### config.mk
export PLATFORM = sky130hd
export DESIGN_NAME = calc_core
export DESIGN_NICKNAME = d
export VERILOG_FILES = /design/src/rtl/calc_pkg.sv /design/src/rtl/calc_mul_seq.sv /design/src/rtl/calc_core.sv
export SDC_FILE = /design/constraint.sdc
export NUM_CORES = 1
export LEC_CHECK = 0
export ABC_AREA = 1
export CORE_MARGIN = 2
export CORE_UTILIZATION = 50
export DETAILED_ROUTE_END_ITERATION = 10
export PLACE_DENSITY_LB_ADDON = 0.3
export SLEW_MARGIN = 20
export SYNTH_ARGS = -nofsm -noshare
export SYNTH_HDL_FRONTEND = slang
export SYNTH_SLANG_ARGS = --single-unit
### constraint.sdc
create_clock -name clk -period 3.2 [get_ports clk]
set_input_delay 0.64 -clock clk [delete_from_list [all_inputs] [get_ports clk]]
set_output_delay 0.64 -clock clk [all_outputs]
set_load 0.01 [all_outputs]
### src/rtl/calc_pkg.sv
// calc_pkg: opcode codes, FSM state encoding and pending-operator enum
// shared by calc_core and calc_mul_seq.
package calc_pkg;

   localparam logic [2:0] OP_CLEAR = 3'b000;
   localparam logic [2:0] OP_LOAD  = 3'b001;
   localparam logic [2:0] OP_ENTER = 3'b010;
   localparam logic [2:0] OP_SUB   = 3'b100;
   localparam logic [2:0] OP_MUL   = 3'b101;
   localparam logic [2:0] OP_ADD   = 3'b111;

   typedef enum logic [2:0] {
      S_NUM     = 3'd0,
      S_NUM_ENT = 3'd1,
      S_OP      = 3'd2,
      S_OP_ENT  = 3'd3,
      S_EXEC    = 3'd4
   } calc_state_e;

   typedef enum logic [1:0] {
      PEND_ADD = 2'd0,
      PEND_SUB = 2'd1,
      PEND_MUL = 2'd2
   } pend_op_e;

   function automatic logic is_arith(logic [2:0] op);
      return (op == OP_ADD) || (op == OP_SUB) || (op == OP_MUL);
   endfunction

   function automatic logic is_rsvd(logic [2:0] op);
      return (op == 3'b011) || (op == 3'b110);
   endfunction

   function automatic pend_op_e to_pend(logic [2:0] op);
      if (op == OP_SUB) return PEND_SUB;
      if (op == OP_MUL) return PEND_MUL;
      return PEND_ADD;
   endfunction

endpackage

### src/rtl/calc_mul_seq.sv
// calc_mul_seq: DATA_W-cycle unsigned shift-add multiplier.
// Ports: clk, reset (async active-low), start_i loads a_i/b_i,
// done_o marks the last step, prod_o is the product after that step.
module calc_mul_seq
   import calc_pkg::*;
#(
   parameter int DATA_W = 4,
   parameter int ACC_W  = 16
) (
   input  logic                    clk,
   input  logic                    reset,
   input  logic                    start_i,
   input  logic [ACC_W-1:0]        a_i,
   input  logic [DATA_W-1:0]       b_i,
   output logic                    done_o,
   output logic [ACC_W+DATA_W-1:0] prod_o
);

   localparam int CW = (DATA_W > 1) ? $clog2(DATA_W) : 1;

   logic [ACC_W+DATA_W-1:0] p_q, p_d, step;
   logic [ACC_W-1:0]        a_q, a_d;
   logic [CW-1:0]           cnt_q, cnt_d;
   logic                    run_q, run_d;
   logic [ACC_W:0]          sum;
   logic                    last;

   // Upper half accumulates the multiplicand, lower half holds the
   // not-yet-consumed multiplier bits; shift right each step.
   assign sum = {1'b0, p_q[ACC_W+DATA_W-1:DATA_W]}
              + (p_q[0] ? {1'b0, a_q} : '0);

   generate
      if (DATA_W > 1) begin : g_wide
         assign step = {sum, p_q[DATA_W-1:1]};
      end else begin : g_one
         assign step = sum;
      end
   endgenerate

   assign last   = (cnt_q == CW'(DATA_W - 1));
   assign done_o = run_q && last;
   assign prod_o = step;

   always_comb begin
      p_d   = p_q;
      a_d   = a_q;
      cnt_d = cnt_q;
      run_d = run_q;
      if (start_i) begin
         p_d   = {{ACC_W{1'b0}}, b_i};
         a_d   = a_i;
         cnt_d = '0;
         run_d = 1'b1;
      end else if (run_q) begin
         p_d   = step;
         cnt_d = cnt_q + 1'b1;
         if (last) run_d = 1'b0;
      end
   end

   always_ff @(posedge clk or negedge reset) begin
      if (!reset) begin
         p_q   <= '0;
         a_q   <= '0;
         cnt_q <= '0;
         run_q <= 1'b0;
      end else begin
         p_q   <= p_d;
         a_q   <= a_d;
         cnt_q <= cnt_d;
         run_q <= run_d;
      end
   end

endmodule

### src/rtl/calc_core.sv
// calc_core: opcode-driven calculator FSM + accumulator datapath.
// Ports: cmd_valid/cmd_ready handshake, op_code, values in; out_value,
// busy, ovf, err, stage out. Define CALC_SATURATE_EN to clamp results.
module calc_core
   import calc_pkg::*;
#(
   parameter int DATA_W = 4,
   parameter int ACC_W  = 16
) (
   input  logic              clk,
   input  logic              reset,
   input  logic              cmd_valid,
   output logic              cmd_ready,
   input  logic [2:0]        op_code,
   input  logic [DATA_W-1:0] values,
   output logic [ACC_W-1:0]  out_value,
   output logic              busy,
   output logic              ovf,
   output logic              err,
   output logic [2:0]        stage
);

   calc_state_e       state_q, state_d;
   pend_op_e          pend_q, pend_d;
   logic [ACC_W-1:0]  acc_q, acc_d;
   logic [DATA_W-1:0] operand_q, operand_d;
   logic              ovf_q, ovf_d;
   logic              err_q, err_d;

   logic                    accept, mul_start, mul_done;
   logic [ACC_W+DATA_W-1:0] prod;
   logic [ACC_W:0]          opx, add_w, sub_w;
   logic [ACC_W-1:0]        alu_res, mul_res;
   logic                    alu_hit, mul_hit;

   assign busy      = (state_q == S_EXEC);
   assign cmd_ready = !busy;
   assign accept    = cmd_valid && cmd_ready;
   assign ovf       = ovf_q;
   assign err       = err_q;
   assign stage     = state_q;

   assign opx   = {{(ACC_W-DATA_W+1){1'b0}}, operand_q};
   assign add_w = {1'b0, acc_q} + opx;
   assign sub_w = {1'b0, acc_q} - opx;

   assign out_value = (state_q == S_NUM_ENT) ? opx[ACC_W-1:0] : acc_q;

   calc_mul_seq #(.DATA_W(DATA_W), .ACC_W(ACC_W)) u_mul (
      .clk     (clk),
      .reset   (reset),
      .start_i (mul_start),
      .a_i     (acc_q),
      .b_i     (operand_q),
      .done_o  (mul_done),
      .prod_o  (prod)
   );

   // Bit ACC_W of the widened sum/difference is the carry/borrow.
   always_comb begin
      if (pend_q == PEND_SUB) begin
         alu_res = sub_w[ACC_W-1:0];
         alu_hit = sub_w[ACC_W];
      end else begin
         alu_res = add_w[ACC_W-1:0];
         alu_hit = add_w[ACC_W];
      end
      mul_res = prod[ACC_W-1:0];
      mul_hit = |prod[ACC_W+DATA_W-1:ACC_W];
`ifdef CALC_SATURATE_EN
      if (alu_hit) alu_res = (pend_q == PEND_SUB) ? '0 : '1;
      if (mul_hit) mul_res = '1;
`endif
   end

   always_comb begin
      state_d   = state_q;
      pend_d    = pend_q;
      acc_d     = acc_q;
      operand_d = operand_q;
      ovf_d     = ovf_q;
      err_d     = 1'b0;
      mul_start = 1'b0;
      if (state_q == S_EXEC) begin
         if (mul_done) begin
            acc_d   = mul_res;
            ovf_d   = ovf_q | mul_hit;
            state_d = S_OP;
         end
      end else if (accept) begin
         if (op_code == OP_CLEAR) begin
            acc_d     = '0;
            operand_d = '0;
            pend_d    = PEND_ADD;
            ovf_d     = 1'b0;
            state_d   = S_NUM;
         end else if (is_rsvd(op_code)) begin
            err_d = 1'b1;
         end else begin
            unique case (state_q)
               S_NUM: begin
                  if (op_code == OP_LOAD) begin
                     operand_d = values;
                     state_d   = S_NUM_ENT;
                  end else begin
                     err_d = 1'b1;
                  end
               end
               S_NUM_ENT: begin
                  unique case (1'b1)
                     (op_code == OP_LOAD): operand_d = values;
                     (op_code == OP_ENTER): begin
                        if (pend_q == PEND_MUL) begin
                           mul_start = 1'b1;
                           state_d   = S_EXEC;
                        end else begin
                           acc_d   = alu_res;
                           ovf_d   = ovf_q | alu_hit;
                           state_d = S_OP;
                        end
                     end
                     default: err_d = 1'b1;
                  endcase
               end
               S_OP: begin
                  if (is_arith(op_code)) begin
                     pend_d  = to_pend(op_code);
                     state_d = S_OP_ENT;
                  end else begin
                     err_d = 1'b1;
                  end
               end
               S_OP_ENT: begin
                  unique case (1'b1)
                     is_arith(op_code):     pend_d  = to_pend(op_code);
                     (op_code == OP_ENTER): state_d = S_NUM;
                     default:               err_d   = 1'b1;
                  endcase
               end
               default: state_d = S_NUM;
            endcase
         end
      end
   end

   always_ff @(posedge clk or negedge reset) begin
      if (!reset) begin
         state_q   <= S_NUM;
         pend_q    <= PEND_ADD;
         acc_q     <= '0;
         operand_q <= '0;
         ovf_q     <= 1'b0;
         err_q     <= 1'b0;
      end else begin
         state_q   <= state_d;
         pend_q    <= pend_d;
         acc_q     <= acc_d;
         operand_q <= operand_d;
         ovf_q     <= ovf_d;
         err_q     <= err_d;
      end
   end

endmodule

==> reports/qor.csv, run 1 <==
metric,value,unit
synth_seq_cells,66,
dieArea,0.0106,mm2
power,5.00,mW
cts_sinks,66,
path_max_fanout,12,
postCtsSetupBuffers,0,
fin_ws,0.277,ns
grt_max_degree,39,
fp.dieW,103,um
nFillCells,967,
critPathArrivalTime,2.28,ns
drc,0,
antenna_found_initial,0,
hold_buffers,0,
overflow,0,
routabilityCongestion,0.878,
gr-usage-met1,34.2,%
p_leak,2.93,nW
place_ws,0.443,ns
netlist_instances,715,
synth_edf_count,0,
track_usage,27.0,%
synth_compound_area_share,15.3,%
cts_resized,0,
slew_violations,0,
max_slew_margin,39.3,%
path_cells,"nor2_1, nand2_1, inv_1, nor2_1, clkdlybuf4s50_1",
finalClockSkew,0.00959,ns
io_buffers,32,
combPwrFrac,53.6,%
power_frac_seq,31.1,%
setup.worst_path.start_class,flip-flop,
num-nets-final,779,
top_usage_layer,met2,
worstPathRequired,2.56,ns
syn_avg_cell_area,6.82,um2
path_delay_family,buffers and inverters,
yosysSeqAreaShare,33.9,%
grtUsageMet3,4.34,%
dr.first_iter.drc_count,282,
swShare,46.5,%
ant_nets,0,
final_cell_mix,"nand2_1, inv_1, dfrtp_1",
post-route-util,56.8,%
worst-r2r-setup-slack,0.62,ns
ys.flop_type,dfrtp_1,
yosysWarnings,0,
synth_top_family_by_area,simple AND/OR/NAND/NOR gates,
r2r_start,u_mul.p_q[0],
viasPerCell,5.44,
rr_worst_depth,16,
wl_per_cell,15.1,um
synth_fa_ha_area_share,7.65,%
cts_max_level,3,
numCtsBuffers,9,
first_pass_iters,5,
r2r-end,ovf,
rows,36,
grt_pass1_wl,21.9,mm
p_clk_share,15.3,%
core,0.00964,mm2
vdd_ir_drop_max,0.000515,V
mostFrequentLayoutCell,nand2_1,
fmaxAchievable,342,MHz
slowest_stage,clkdlybuf4s50_1,
path_class,flip-flop to primary output,
synth_simple_gate_area_share,30.2,%
max-cap-violations,0,
finalCriticalPeriod,2.92,ns
clk_pin_slew,0.08,ns
hold_viol_final,0,
p_int,2.67,mW
syn_area,0.00487,mm2
synth_xor_area_share,2.16,%
switchingPower,2.32,mW
hold_class,input port to async pin,
cts.path.max_buffers,2,
area_growth,12.3,%
path_buf_inv,2,
drive_gt1_share,5.10,%
totalWireLength,13.2,mm
outcome,"finished, final reports clean",
worst_pin_slew,0.909,ns
tns,0,ns
cpPeakStageDelay,0.51,ns
setup_viol,0,
ys_types,42,
synth_nets,753,
clk_latency,0.35,ns
synthMuxAreaShare,0,%
num_io_pins,33,
dpl.cell_count,863,
cp-end-kind,primary output,
powerDensity,912,mW/mm2
vias,4779,
grt_pass1_vias,4632,
finalCritPeriodShare,91.4,%
async_flop_share,100,%
fp.dieH,103,um
diodes,0,
use_met2,45.2,%
instances_no_fill,878,
initial_utilization,50.6,%
cts_tree,yes,
rsz0062_at_grt,no,
root_buffer,clkbuf_8,
crit_path_frequent_cell,nor2_1,
hpwl,9.97,mm
-- stage by stage --
step,hold slack [ns],cell area (um2)
global placement,0.468,5280
global route,0.352,5480
detailed placement,0.473,5280
finish,0.304,5480
CTS,0.318,5480
floorplan,0.344,4870
-- final cells by class --
class | count | area (um2) | area share, %
Tap cell | 133 | 166 | 3.04
Clock inverter | 3 | 65.1 | 1.19
Inverter | 107 | 402 | 7.33
Timing Repair Buffer | 38 | 360 | 6.58
Clock buffer | 12 | 135 | 2.47
Sequential cell | 66 | 1650 | 30.2
Multi-Input combinational cell | 519 | 2700 | 49.2
-- state kept, by name, indices dropped and copies added (netlist names) --
name         flops
u_mul.a_q       16
u_mul.run_q      1
ovf              1
pend_q           2
u_mul.p_q       20
stage            3
operand_q        4
acc_q           16
u_mul.cnt_q      2
err              1
-- how the worst max path moves through the flow --
stage | startpoint | to | depth (start not counted)
final | stage[1] | out_value[15] | 5
after global routing | stage[1] | out_value[4] | 5
after CTS | stage[1] | out_value[3] | 5
after detailed placement | op_code[2] | u_mul.p_q[12] | 9
after global placement | op_code[0] | acc_q[10] | 11
after floorplan | u_mul.p_q[0] | ovf | 15
-- power by group through the flow --
stage          sequential (mW)  clock, mW  combinational [mW]
6_report                  1.55      0.764                2.68
3_5_place_dp              1.56          0                2.66
5_1_grt                   1.61      0.812                3.02
2_1_floorplan             1.43          0                1.85
3_3_place_gp              1.55          0                2.61
4_1_cts                   1.55      0.774                2.67
-- routing by layer --
metal  vias to the layer above  routed length, um
met5                         -                  0
met4                         0                376
met3                        31                701
met2                       153               6470
met1                      2241               5690
li1                       2354                  -
-- cells in the mapped netlist (5+ instances only) --
| master | instances | area share [%] |
|---|---|---|
| inv_2 | 5 | 0.39 |
| nor2_1 | 60 | 4.6 |
| nand2_1 | 204 | 16 |
| o21ai_0 | 63 | 6.5 |
| buf_2 | 11 | 1.1 |
| clkbuf_1 | 7 | 0.54 |
| a22oi_1 | 5 | 0.77 |
| nand3_1 | 50 | 5.1 |
| nand4_1 | 7 | 0.90 |
| nor3_1 | 13 | 1.3 |
| xnor2_1 | 5 | 0.90 |
| o21ai_1 | 6 | 0.62 |
| xor2_1 | 7 | 1.3 |
| ha_1 | 25 | 6.4 |
| inv_1 | 102 | 7.9 |
| a21oi_1 | 32 | 3.3 |
| a22o_1 | 6 | 1.1 |
| dfrtp_1 | 66 | 34 |
-- logic make-up (layout without fill, tap and decap cells) --
group,count (synthesis),after routing
simple gates,348,348
compound gates,131,131
buf+inv,130,160
flops,66,66
fa+ha+maj,28,28
xor+xnor,12,12
-- worst reg2reg max path: stages (launching register included) --
cell and delay, ns:
dfrtp_1 0.61, nand2_1 0.14, inv_1 0.06, ha_1 0.22, fa_1 0.44, nand3_1 0.09
nand2_1 0.10, nand2_1 0.08, nand2_1 0.11, nand2_1 0.11, nand2_1 0.05, nand2_1 0.06
nand2_1 0.06, nor2_1 0.10, nand2_1 0.09, nand2_1 0.08, a21oi_1 0.06
No activity file was read; power rests on OpenSTA's default activity.
==> run 2: changes to the inputs <==
==> constraint.sdc (replaced) <==
create_clock -name clk -period 3.8 [get_ports clk]
set_input_delay 0.76 -clock clk [delete_from_list [all_inputs] [get_ports clk]]
set_output_delay 0.76 -clock clk [all_outputs]
set_load 0.01 [all_outputs]
==> run 2 against run 1 <==
Against the previous run: non-clock buffer count unchanged; highest routed layer unchanged; die area unchanged; sequential share of layout area unchanged; register-to-register slack improved by 0.61 ns; count of clock-buffer cells in the layout decreased by 3; final area unchanged.
==> reports/qor.csv, run 2 (synthesis gave the netlist of run 1 again) <==
metric,value,unit,change
area_growth,12.3,%,unchanged
drc,0,,unchanged
rows,36,,unchanged
powerDensity,765,mW/mm2,was 912 mW/mm2
critPathLaunch,stage[1],,unchanged
r2r_start,u_mul.p_q[0],,unchanged
fmaxAchievable,336,MHz,
path_class,flip-flop to primary output,,unchanged
root_buffer,clkbuf_8,,unchanged
io_buffers,32,,unchanged
hold_viol_final,0,,unchanged
grt_max_degree,47,,was 39
postCtsSetupBuffers,0,,unchanged
rsz0062_at_grt,no,,unchanged
finalCritPeriodShare,78.2,%,
initial_utilization,50.6,%,unchanged
setup.worst_path.start_class,flip-flop,,unchanged
cts_tree,yes,,unchanged
fp.dieH,103,um,unchanged
vias,4799,,"was 4,779"
setup_viol,0,,unchanged
totalWireLength,12.7,mm,was 13.2 mm
cts_max_level,3,,unchanged
worstPathRequired,3.04,ns,was 2.56 ns
worst_pin_slew,0.613,ns,was 0.909 ns
num_io_pins,33,,unchanged
dieArea,0.0106,mm2,unchanged
p_leak,2.93,nW,about the same
fp.dieW,103,um,unchanged
max_slew_margin,59.0,%,was 39.3%
critPathArrivalTime,2.21,ns,was 2.28 ns
grt_pass1_wl,21.4,mm,was 21.9 mm
finalCriticalPeriod,2.97,ns,
hpwl,9.70,mm,was 9.97 mm
grt_pass1_vias,4535,,"was 4,632"
diodes,0,,unchanged
overflow,0,,unchanged
vdd_ir_drop_max,0.000359,V,was 0.000515 V
dpl-instance-area,0.00528,mm2,unchanged
path_max_fanout,12,,unchanged
outcome,"finished, final reports clean",,unchanged
finalClockSkew,0.0141,ns,was 0.00959 ns
first_pass_iters,5,,unchanged
cts_sinks,66,,unchanged
routabilityCongestion,0.893,,was 0.878
antenna_found_initial,0,,unchanged
final_area,0.00548,mm2,unchanged
clk_latency,0.35,ns,about the same
largestRegisters,"u_mul.p_q: 20 flops, acc_q: 16 flops, u_mul.a_q: 16 flops",,unchanged
track_usage,25.9,%,was 27.0%
clk_pin_slew,0.08,ns,about the same
ant_nets,0,,unchanged
largest-register,u_mul.p_q,,unchanged
max-cap-violations,0,,unchanged
wl_per_cell,14.4,um,was 15.1 um
final_cell_mix,"nand2_1, inv_1, dfrtp_1",,unchanged
numCtsBuffers,9,,unchanged
dr.first_iter.drc_count,294,,was 282
viasPerCell,5.46,,was 5.44
mostFrequentLayoutCell,nand2_1,,unchanged
core,0.00964,mm2,unchanged
cp-end-kind,primary output,,unchanged
slew_violations,0,,unchanged
hold_buffers,0,,unchanged
tns,0,ns,unchanged
largest_reg_flops,20,,unchanged
drive_gt1_share,5.63,%,was 5.10%
cts.path.max_buffers,2,,unchanged
hold_class,input port to async pin,,unchanged
num-nets-final,779,,unchanged
cts_resized,0,,unchanged
## run 2: where the power goes
part / leakage (nW) / internal [mW] / switching [mW]
registers: 0.831 / 1.00 / 0.305
logic: 2.00 / 0.895 / 1.38
clock network: 0.0962 / 0.307 / 0.303
## run 2: layout make-up
type / count / area (um2)
inverters: 107 / 402
multi-input cells: 519 / 2700
repair buffers: 38 / 360
fillers: 942 / 4160
flip-flops and latches: 66 / 1650
well taps: 133 / 166
clock inverters: 7 / 76.3
clock buffers: 9 / 124
## run 2: critical path, cell delays in order, from the launching register on
cell and delay (ns):
dfrtp_1 0.45, nor2_1 0.17, nand2_1 0.19, inv_1 0.42, nor2_1 0.12, clkdlybuf4s50_1 0.50
## run 2: final timing paths
path                       cells past startpoint            end  slack [ns]
setup / recovery                               5   out_value[4]        0.83
hold / removal                                 1  u_mul.p_q[19]        0.36
setup reg to reg                              16            ovf        1.23
hold reg to reg                                2  u_mul.a_q[14]        0.49
max in group asynchronous                      2   u_mul.p_q[8]        2.46
min in group clk                               2  u_mul.a_q[14]        0.49
## run 2: through the flow
step / power (mW) / utilization [%] / worst slack (ns) / hold WS [ns] / cells
4_1_cts: 4.20 / 56.8 / 0.819 / 0.373 / 879
5_1_grt: 4.57 / 56.8 / 0.602 / 0.387 / 879
3_3_place_gp: 3.52 / 54.7 / 0.979 / 0.467 / 863
6_report: 4.19 / 56.8 / 0.827 / 0.362 / 879
2_1_floorplan: 2.77 / - / 1.63 / 0.453 / 715
3_5_place_dp: 3.57 / 54.7 / 0.886 / 0.477 / 863
## run 2: per-layer routing
layer	GRT usage, %	share of wire [%]
met1	33.5	44
met2	43.8	48
met5	0	0
met3	4.54	5.0
met4	8.81	2.7
